[config.mk]
export PLATFORM = sky130hd
export DESIGN_NAME = red_frontend
export DESIGN_NICKNAME = d
export VERILOG_FILES = /design/src/rtl/red_pkg.sv /design/src/rtl/red_decoder.sv /design/src/rtl/red_frontend.sv
export SDC_FILE = /design/constraint.sdc
export NUM_CORES = 1
export LEC_CHECK = 0
export CAP_MARGIN = 0
export CORE_MARGIN = 4
export CORE_UTILIZATION = 38
export DETAILED_ROUTE_END_ITERATION = 6
export PLACE_DENSITY = 0.78
export RECOVER_POWER = 25
export SETUP_SLACK_MARGIN = 0.05
export SYNTH_ARGS = -nofsm -noshare
export SYNTH_HDL_FRONTEND = slang
export SYNTH_SLANG_ARGS = --single-unit
[constraint.sdc]
create_clock -name clk -period 3.2 [get_ports clk]
set_clock_uncertainty 0.15 [all_clocks]
set_input_delay 0.48 -clock clk [delete_from_list [all_inputs] [get_ports clk]]
set_output_delay 0.48 -clock clk [all_outputs]
set_load 0.05 [all_outputs]
[src/rtl/red_pkg.sv]
// Shared encodings for the reduced RISC-V front-end: opcodes, ALU/result
// select codes, immediate formats and the decoded control bundle.
package red_pkg;

  localparam logic [6:0] OP_LUI    = 7'b0110111;
  localparam logic [6:0] OP_IMM    = 7'b0010011;
  localparam logic [6:0] OP_R      = 7'b0110011;
  localparam logic [6:0] OP_LOAD   = 7'b0000011;
  localparam logic [6:0] OP_STORE  = 7'b0100011;
  localparam logic [6:0] OP_BRANCH = 7'b1100011;
  localparam logic [6:0] OP_JAL    = 7'b1101111;
  localparam logic [6:0] OP_JALR   = 7'b1100111;

  localparam logic [2:0] ALU_ADD = 3'b000;
  localparam logic [2:0] ALU_SUB = 3'b001;
  localparam logic [2:0] ALU_AND = 3'b010;
  localparam logic [2:0] ALU_OR  = 3'b011;
  localparam logic [2:0] ALU_SLT = 3'b101;

  localparam logic [1:0] RES_ALU = 2'b00;
  localparam logic [1:0] RES_MEM = 2'b01;
  localparam logic [1:0] RES_PC4 = 2'b10;

  typedef enum logic [2:0] {IMM_I, IMM_S, IMM_B, IMM_J, IMM_U} imm_t;

  typedef struct packed {
    logic       regwrite;
    logic       memwrite;
    logic       alusrc;
    logic       jalrctrl;
    logic       jump;
    logic       branch;
    logic       bne;
    logic       zero_rs1;
    logic [2:0] aluctrl;
    logic [1:0] resultsrc;
    logic       illegal;
  } ctrl_t;

  // Sign-extended immediate for the given RISC-V format.
  function automatic logic [31:0] imm_gen(input imm_t sel, input logic [31:0] w);
    logic [31:0] r;
    case (sel)
      IMM_S:   r = {{20{w[31]}}, w[31:25], w[11:7]};
      IMM_B:   r = {{19{w[31]}}, w[31], w[7], w[30:25], w[11:8], 1'b0};
      IMM_J:   r = {{11{w[31]}}, w[31], w[19:12], w[20], w[30:21], 1'b0};
      IMM_U:   r = {w[31:12], 12'b0};
      default: r = {{20{w[31]}}, w[31:20]};
    endcase
    return r;
  endfunction

endpackage

[src/rtl/red_decoder.sv]
// Combinational instruction decoder: one 32-bit word in, control bundle,
// immediate and illegal flag out. Validity gating happens in the front-end.
module red_decoder
  import red_pkg::*;
(
  input  logic [31:0] instr,
  output ctrl_t       ctrl,
  output logic [31:0] imm
);

  logic [6:0] opcode;
  logic [2:0] funct3;
  imm_t       immsel;

  assign opcode = instr[6:0];
  assign funct3 = instr[14:12];
  assign imm    = imm_gen(immsel, instr);

  always_comb begin
    ctrl           = '0;
    ctrl.aluctrl   = ALU_ADD;
    ctrl.resultsrc = RES_ALU;
    immsel         = IMM_I;
    case (opcode)
      OP_LUI: begin
        ctrl.regwrite = 1'b1;
        ctrl.alusrc   = 1'b1;
        ctrl.zero_rs1 = 1'b1;
        immsel        = IMM_U;
      end
      OP_IMM, OP_R: begin
        ctrl.regwrite = 1'b1;
        ctrl.alusrc   = (opcode == OP_IMM);
        case (funct3)
          3'b000:  ctrl.aluctrl = (opcode == OP_R && instr[30]) ? ALU_SUB : ALU_ADD;
          3'b111:  ctrl.aluctrl = ALU_AND;
          3'b110:  ctrl.aluctrl = ALU_OR;
          3'b010:  ctrl.aluctrl = ALU_SLT;
          default: ctrl.illegal = 1'b1;
        endcase
      end
      OP_LOAD: begin
        ctrl.regwrite  = 1'b1;
        ctrl.alusrc    = 1'b1;
        ctrl.resultsrc = RES_MEM;
        ctrl.illegal   = (funct3 != 3'b010);
      end
      OP_STORE: begin
        ctrl.memwrite = 1'b1;
        ctrl.alusrc   = 1'b1;
        immsel        = IMM_S;
        ctrl.illegal  = (funct3 != 3'b010);
      end
      OP_BRANCH: begin
        ctrl.branch  = 1'b1;
        ctrl.bne     = funct3[0];
        ctrl.aluctrl = ALU_SUB;
        immsel       = IMM_B;
        ctrl.illegal = (funct3[2:1] != 2'b00);
      end
      OP_JAL: begin
        ctrl.regwrite  = 1'b1;
        ctrl.jump      = 1'b1;
        ctrl.resultsrc = RES_PC4;
        immsel         = IMM_J;
      end
      OP_JALR: begin
        ctrl.regwrite  = 1'b1;
        ctrl.jump      = 1'b1;
        ctrl.jalrctrl  = 1'b1;
        ctrl.alusrc    = 1'b1;
        ctrl.resultsrc = RES_PC4;
        ctrl.illegal   = (funct3 != 3'b000);
      end
      default: ctrl.illegal = 1'b1;
    endcase
  end

endmodule

[src/rtl/red_frontend.sv]
// Fetch/decode front-end: owns pc_f/pc_d, squashes the wrong-path word on
// a taken branch or jump, and counts retired instructions.
module red_frontend
  import red_pkg::*;
#(
  parameter int                    DATA_WIDTH    = 32,
  parameter int                    ADDRESS_WIDTH = 5,
  parameter int                    ALUctrl_WIDTH = 3,
  parameter logic [DATA_WIDTH-1:0] RESET_PC      = '0
) (
  input  logic                     clk,
  input  logic                     rst,
  output logic [DATA_WIDTH-1:0]    imem_addr,
  input  logic [DATA_WIDTH-1:0]    imem_rdata,
  input  logic                     Zero,
  input  logic [DATA_WIDTH-1:0]    PCTarget,
  output logic [DATA_WIDTH-1:0]    ImmOp,
  output logic                     RegWrite,
  output logic                     MemWrite,
  output logic                     ALUsrc,
  output logic                     JALRctrl,
  output logic [ALUctrl_WIDTH-1:0] ALUctrl,
  output logic [1:0]               ResultSrc,
  output logic [ADDRESS_WIDTH-1:0] rs1,
  output logic [ADDRESS_WIDTH-1:0] rs2,
  output logic [ADDRESS_WIDTH-1:0] rd,
  output logic [DATA_WIDTH-1:0]    PC,
  output logic [DATA_WIDTH-1:0]    PCPlus4,
  output logic                     illegal,
  output logic [31:0]              instret
);

  logic [DATA_WIDTH-1:0] pc_f_reg, pc_f_next, pc_d_reg;
  logic                  id_valid_reg;
  logic [31:0]           instret_reg;
  logic [31:0]           instr;
  logic [31:0]           dec_imm;
  ctrl_t                 dec;
  logic                  live, retire, taken, redirect;

  assign instr = imem_rdata[31:0];

  red_decoder u_decoder (
    .instr (instr),
    .ctrl  (dec),
    .imm   (dec_imm)
  );

  // rst is folded in so write-enables fall the instant reset rises.
  assign live     = id_valid_reg & ~rst;
  assign retire   = live & ~dec.illegal;
  assign taken    = dec.branch & (dec.bne ? ~Zero : Zero);
  assign redirect = retire & (taken | dec.jump);
  assign pc_f_next = redirect ? PCTarget : pc_f_reg + DATA_WIDTH'(4);

  always_ff @(posedge clk or posedge rst) begin
    if (rst) begin
      pc_f_reg     <= RESET_PC;
      pc_d_reg     <= RESET_PC;
      id_valid_reg <= 1'b0;
      instret_reg  <= '0;
    end else begin
      pc_f_reg     <= pc_f_next;
      pc_d_reg     <= pc_f_reg;
      id_valid_reg <= ~redirect;
      if (retire)
        instret_reg <= instret_reg + 32'd1;
    end
  end

  assign imem_addr = pc_f_reg;
  assign PC        = pc_d_reg;
  assign PCPlus4   = pc_d_reg + DATA_WIDTH'(4);
  assign instret   = instret_reg;

  assign RegWrite  = retire & dec.regwrite;
  assign MemWrite  = retire & dec.memwrite;
  assign JALRctrl  = retire & dec.jalrctrl;
  assign illegal   = live & dec.illegal;

  assign ALUsrc    = dec.alusrc;
  assign ALUctrl   = ALUctrl_WIDTH'(dec.aluctrl);
  assign ResultSrc = dec.resultsrc;
  assign ImmOp     = DATA_WIDTH'(signed'(dec_imm));

  assign rs1 = dec.zero_rs1 ? '0 : ADDRESS_WIDTH'(instr[19:15]);
  assign rs2 = ADDRESS_WIDTH'(instr[24:20]);
  assign rd  = ADDRESS_WIDTH'(instr[11:7]);

endmodule

After elaboration in Yosys (flattened, before gate mapping)
Cells that the tools add are included.

storage, ports and cells
  output and inout bits = 185
  bits in latches = 0
  ROM bits = 0
  register bits after elaboration = 97
  bits in writable memories = 0
  memories = 0
  logic and storage cells = 65
  input port bits = 67

operators by class
  $mul = 0
  mux-type cells = 18
  reductions and logical operators = 11
  equality and inequality tests = 16
  div/mod/pow operators = 0
  $add $sub $neg = 3
  shifts and indexed selects = 0
  bitwise gates (word level) = 13
  $lt $le $gt $ge = 0

operators with widths
  kind                                                  count
  one-hot mux 31 bit (4 select lines)                   1
  adder 32 x 3 -> 32 bit (second input constant)        2
  adder 32 x 1 -> 32 bit (second input constant)        1
  two-way mux 32 bit                                    1
  one-hot mux 3 bit (4 select lines)                    2
  equality test 7 x 6 -> 1 bit (second input constant)  3
  equality test 7 bit (second input constant)           3
  equality test 3 x 2 -> 1 bit (second input constant)  3
  equality test 3 bit (second input constant)           3
  bitwise AND 1 bit                                     8
  two-way mux 1 bit                                     8
  OR reduction 2 bit                                    4
  OR reduction 4 bit                                    2
  equality test 7 x 2 -> 1 bit (second input constant)  1
  equality test 7 x 5 -> 1 bit (second input constant)  1
  one-hot mux 3 bit (2 select lines)                    1
  OR reduction 6 bit                                    1
  two-way mux 5 bit                                     1
  one-hot mux 1 bit (5 select lines)                    1
  inverter 1 bit                                        4
  one-hot mux 2 bit (2 select lines)                    1
  equality test 3 x 1 -> 1 bit (second input constant)  1
  logical NOT 3 bit                                     1
  != test 3 x 2 -> 1 bit (second input constant)        1
  other kinds (6)                                       6

Depth between registers and ports, before layout
  word-level depth = 8
  mapped depth = 9
  mapped depth without buffers = 7

By module
A second synthesis with hierarchy kept.

unflattened totals
  cell total of the unflattened synthesis = 572
  area, all modules = 5,452.7 um2

modules (own cells, without submodules)
  module        cells an instance  area each (um2)  instances  sequential area each (um2)
  red_frontend  468                4,789.6          1          2,427.3
  red_decoder   104                663.1            1          0.0

Least setup slack after synthesis
Ideal clock, no wire load.

  path type = input to output
  start point = input rst
  end point = output illegal
  required time = 2.570 ns
  slack = -0.581 ns
  cell stages on the path = 2
  buffers on the path = 0
  arrival = 3.151 ns
  path through = inv_1 o211a_1

on the way
  longest elaborated chain between the ends = 3

RTL lines
  item               line                RTL
  start, declared    red_frontend.sv:12  input logic rst,
  inverter 1 bit     red_frontend.sv:50  assign live = id_valid_reg & ~rst;
  bitwise AND 1 bit  red_frontend.sv:50
  bitwise AND 1 bit  red_frontend.sv:79  assign illegal = live & dec.illegal;
  end, declared      red_frontend.sv:29  output logic illegal,

Every way passes these cells.

Worst setup path after layout
  start point = register pc_d_reg[19] (netlist: PC[19])
  end point = output PCPlus4[31]

on the way
  longest elaborated chain between the ends = 1

RTL lines
  item                    line                RTL
  start, declared         red_frontend.sv:33  logic [DATA_WIDTH-1:0] pc_f_reg, pc_f_next, pc_d_reg;
  start signal, assigned  red_frontend.sv:64  pc_d_reg <= pc_f_reg;
  adder 32 x 3 -> 32 bit  red_frontend.sv:73  assign PCPlus4 = pc_d_reg + DATA_WIDTH'(4);
  end, declared           red_frontend.sv:28  output logic [DATA_WIDTH-1:0] PCPlus4,

Every way passes these cells.

==> implementation parameters <==
Parameter                              Value

Final layout
  Post-layout net count    894
  Most frequent standard cell in the layout excluding fill and tap cells    sky130_fd_sc_hd__clkdlybuf4s50_1
  Top library cells by usage in the layout, fill and taps aside    sky130_fd_sc_hd__clkdlybuf4s50_1 (181), sky130_fd_sc_hd__dfrtp_1 (97), sky130_fd_sc_hd__nor2_1 (63)
  Area delta synth->final    59.70%
  Diode count    0
  Layout filler cell count    1160
  Share of cells above drive strength 1    18.09%

Route
  Ratio of routed vias to standard cells    4.922
  Number of DRC violations after detailed-routing iteration 0    277
  Router iterations before antenna repair    5
  DR vias    4966
  DRC violations left    0
  DRT Wirelength    16430 µm
  Final routed wire length divided by cell count    16.29 µm
  Antenna Violating Nets Remaining    0

Die
  Die Ht    127.8 µm
  Ports    252
  Initial cell density of the core    39.02%
  Die Area    16340 µm²
  Horiz. Die Dim    127.8 µm
  Number of core rows    43
  Placeable core area    13990 µm²

Logic synthesis
  Synthesized cell area    5458 µm²
  Leading cell types by total area after synthesis    sky130_fd_sc_hd__dfrtp_1 (44%), sky130_fd_sc_hd__xor2_1 (8.0%), sky130_fd_sc_hd__xnor2_1 (6.1%)
  Fraction of registers with async set or reset after synthesis    100.0%
  Register bit total from synthesis    97
  Number of distinct library cell variants in the gate-level netlist after synthesis    59
  Number of enable-type register cells in the synthesized netlist    0
  Average cell area after synthesis    9.541 µm²
  Post-synthesis instance total    572
  Share of the synthesized area in the top cell type    44.48%
  Sequential area share after synthesis    44.48%
  Most used DFF post-synth    sky130_fd_sc_hd__dfrtp_1
  Count of yosys warnings during synthesis    0
  Area leader, netlist    sky130_fd_sc_hd__dfrtp_1
  Post-Synthesis Net Count    642

Run status
  Status    finished clean

Power
  Share of total power in the clock network    17.3%
  Sw Share    48.29%
  Internal power summed over all cells    3397 µW
  Part of the power in combinational logic    53.3%
  P_leak    0.003820 µW
  Maximum VDD drop    0.5529 mV
  Part of the total power dissipated in sequential elements    29.4%
  Switching power of the nets    3173 µW
  Power per cell area    753.8 nW/µm²

Setup path
  Category of the worst setup path capture point    primary output
  WP data arrival    2.43 ns
  Class of the most critical setup path    reg2out
  Crit path required time    2.57 ns
  Critical path startpoint category    register
  Critical Path Fanout Max    4

Placed design
  I/O Buffers    251
  Placer's final routability congestion estimate    0.8798
  Post-detail-place hpwl    13150 µm

Clocking
  Post-CTS setup buffer count    0
  Clock transition at the register clock pins on the worst setup and hold paths after CTS    0.07 ns
  Buffers from clock root to sink, at most    2
  Hold_buf cts    0
  Number of clock sinks    97
  Maximum level of the CTS H-tree    3
  Number of buffers created by CTS    9
  Cell chosen for the clock root    sky130_fd_sc_hd__clkbuf_16
  Clock tree from TritonCTS    built
  Clock insertion delay at the later pin of the skew report    0.35 ns

Global route
  Number of global-route vias before repair    4875
  Total congestion overflow after global routing    0
  GR Util All Layers    19.89%
  First-pass GRT wire length    25950 µm
  Largest net degree at the start of global routing    98
  Initial antenna violation count    0

Timing
  Final count of hold timing violations    0
  Post-route clock period utilization    95.56%
  Transition time of the tightest slew-check pin    1.280 ns
  Total negative slack for setup checks    0 ns
  Hold slack    0.2495 ns
  Highest achievable clock rate    0.3270 GHz
  Final setup viols    0
  Final critical path time including I/O delays and setup    3.058 ns
  Worst-case headroom to the max-slew limit    14.66%
  Unrepaired setup endpoints after global routing    true
  Final slew viol count    0

Flow run
  Max Cap Viol    0

Hold path
  Classification of the worst-slack hold path    reg2reg
## layer usage
metal / wire (µm) / global-route usage (%)
met2: 8313 / 34.10
met1: 7021 / 25.44
met5: 0 / 0
met3: 937 / 5.500
met4: 161 / 3.620
## power groups by stage
stage	Sequential [µW]	Combinational, µW	Clock (µW)
2_1_floorplan	2870	1220	0
3_3_place_gp	1930	3510	0
3_5_place_dp	1950	3520	0
4_1_cts	1930	3530	1160
5_1_grt	1990	3620	1220
6_report	1930	3500	1140
## cell usage after synthesis, types with 3 or more instances
cell type                  count
sky130_fd_sc_hd__a22o_1        4
sky130_fd_sc_hd__ha_1          3
sky130_fd_sc_hd__and3_1       12
sky130_fd_sc_hd__xor2_1       50
sky130_fd_sc_hd__nand4_1      12
sky130_fd_sc_hd__nand2_1      61
sky130_fd_sc_hd__buf_4        21
sky130_fd_sc_hd__nor4_1        3
sky130_fd_sc_hd__a21oi_1      33
sky130_fd_sc_hd__nor2_1       63
sky130_fd_sc_hd__nor3_1       20
sky130_fd_sc_hd__nand3_1      33
sky130_fd_sc_hd__nand2b_1      5
sky130_fd_sc_hd__o21ai_0       6
sky130_fd_sc_hd__a21o_1        9
sky130_fd_sc_hd__nor2b_1      14
sky130_fd_sc_hd__buf_2         4
sky130_fd_sc_hd__nor3_2        6
sky130_fd_sc_hd__clkbuf_1      5
sky130_fd_sc_hd__and4_1        9
sky130_fd_sc_hd__dfrtp_1      97
sky130_fd_sc_hd__mux2_2        4
sky130_fd_sc_hd__inv_1        14
sky130_fd_sc_hd__xnor2_1      38
## area by class of cell
type                            instances  area (µm²)  share of cell area [%]
Timing Repair Buffer                  274        2858                   32.79
Multi-Input combinational cell        427        2825                   32.41
Sequential cell                        97        2427                   27.85
Clock buffer                           11       252.7                   2.900
Tap cell                              180       225.2                   2.584
Clock inverter                          5       67.56                  0.7752
Inverter                               15       60.06                  0.6891
## worst max-delay path, cell delays in order, from the launching register on
cell and delay (ns):
sky130_fd_sc_hd__dfrtp_1 0.47, sky130_fd_sc_hd__nand4_1 0.27, sky130_fd_sc_hd__nor3_4 0.25, sky130_fd_sc_hd__and4_1 0.30, sky130_fd_sc_hd__nand4_1 0.16, sky130_fd_sc_hd__nor3_2 0.24
sky130_fd_sc_hd__xor2_2 0.21, sky130_fd_sc_hd__buf_12 0.16
## what timing repair did
action / CTS / global route
pin swaps: 1 / 1
endpoints found under the hold margin: 0 / 0
gates resized for setup: 0 / 9
endpoints found under the setup margin: 1 / 10
## stage by stage
step	setup slack, ns	area (µm²)	total power [µW]	utilization, %	std cells
after global placement	0.1317	8373	5441	59.86	993
after floorplan	0.06579	5505	4091	-	572
after detailed placement	0.1133	8373	5468	59.86	993
after CTS	0.05792	8693	6614	62.15	1009
final	0.1422	8716	6570	62.31	1009
after global routing	0.02029	8716	6831	62.31	1009
## kinds of logic after synthesis
| logic type | share of synthesized area, % |
|---|---|
| AO/OA/AOI/OAI | 8.070 |
| multiplexers | 1.032 |
| buffers and inverters | 5.135 |
| adder cells (fa/ha/maj) | 0.6878 |
| XOR/XNOR | 14.12 |
| flip-flops | 44.48 |
| AND/OR/NAND/NOR | 26.48 |
## worst paths after layout
kind / start / end / slack [ns] / depth (start not counted)
min in group asynchronous: rst / id_valid_reg / 0.98 / 3
worst max-delay path: PC[19] / PCPlus4[31] / 0.14 / 7
worst max register to register: instret[0] / instret[14] / 1.06 / 7
max in group asynchronous: rst / imem_addr[6] / 1.11 / 3
worst min register to register: imem_addr[0] / PC[0] / 0.25 / 0
worst min-delay path: imem_addr[0] / PC[0] / 0.25 / 0
Power figures use the tool's default switching activity.
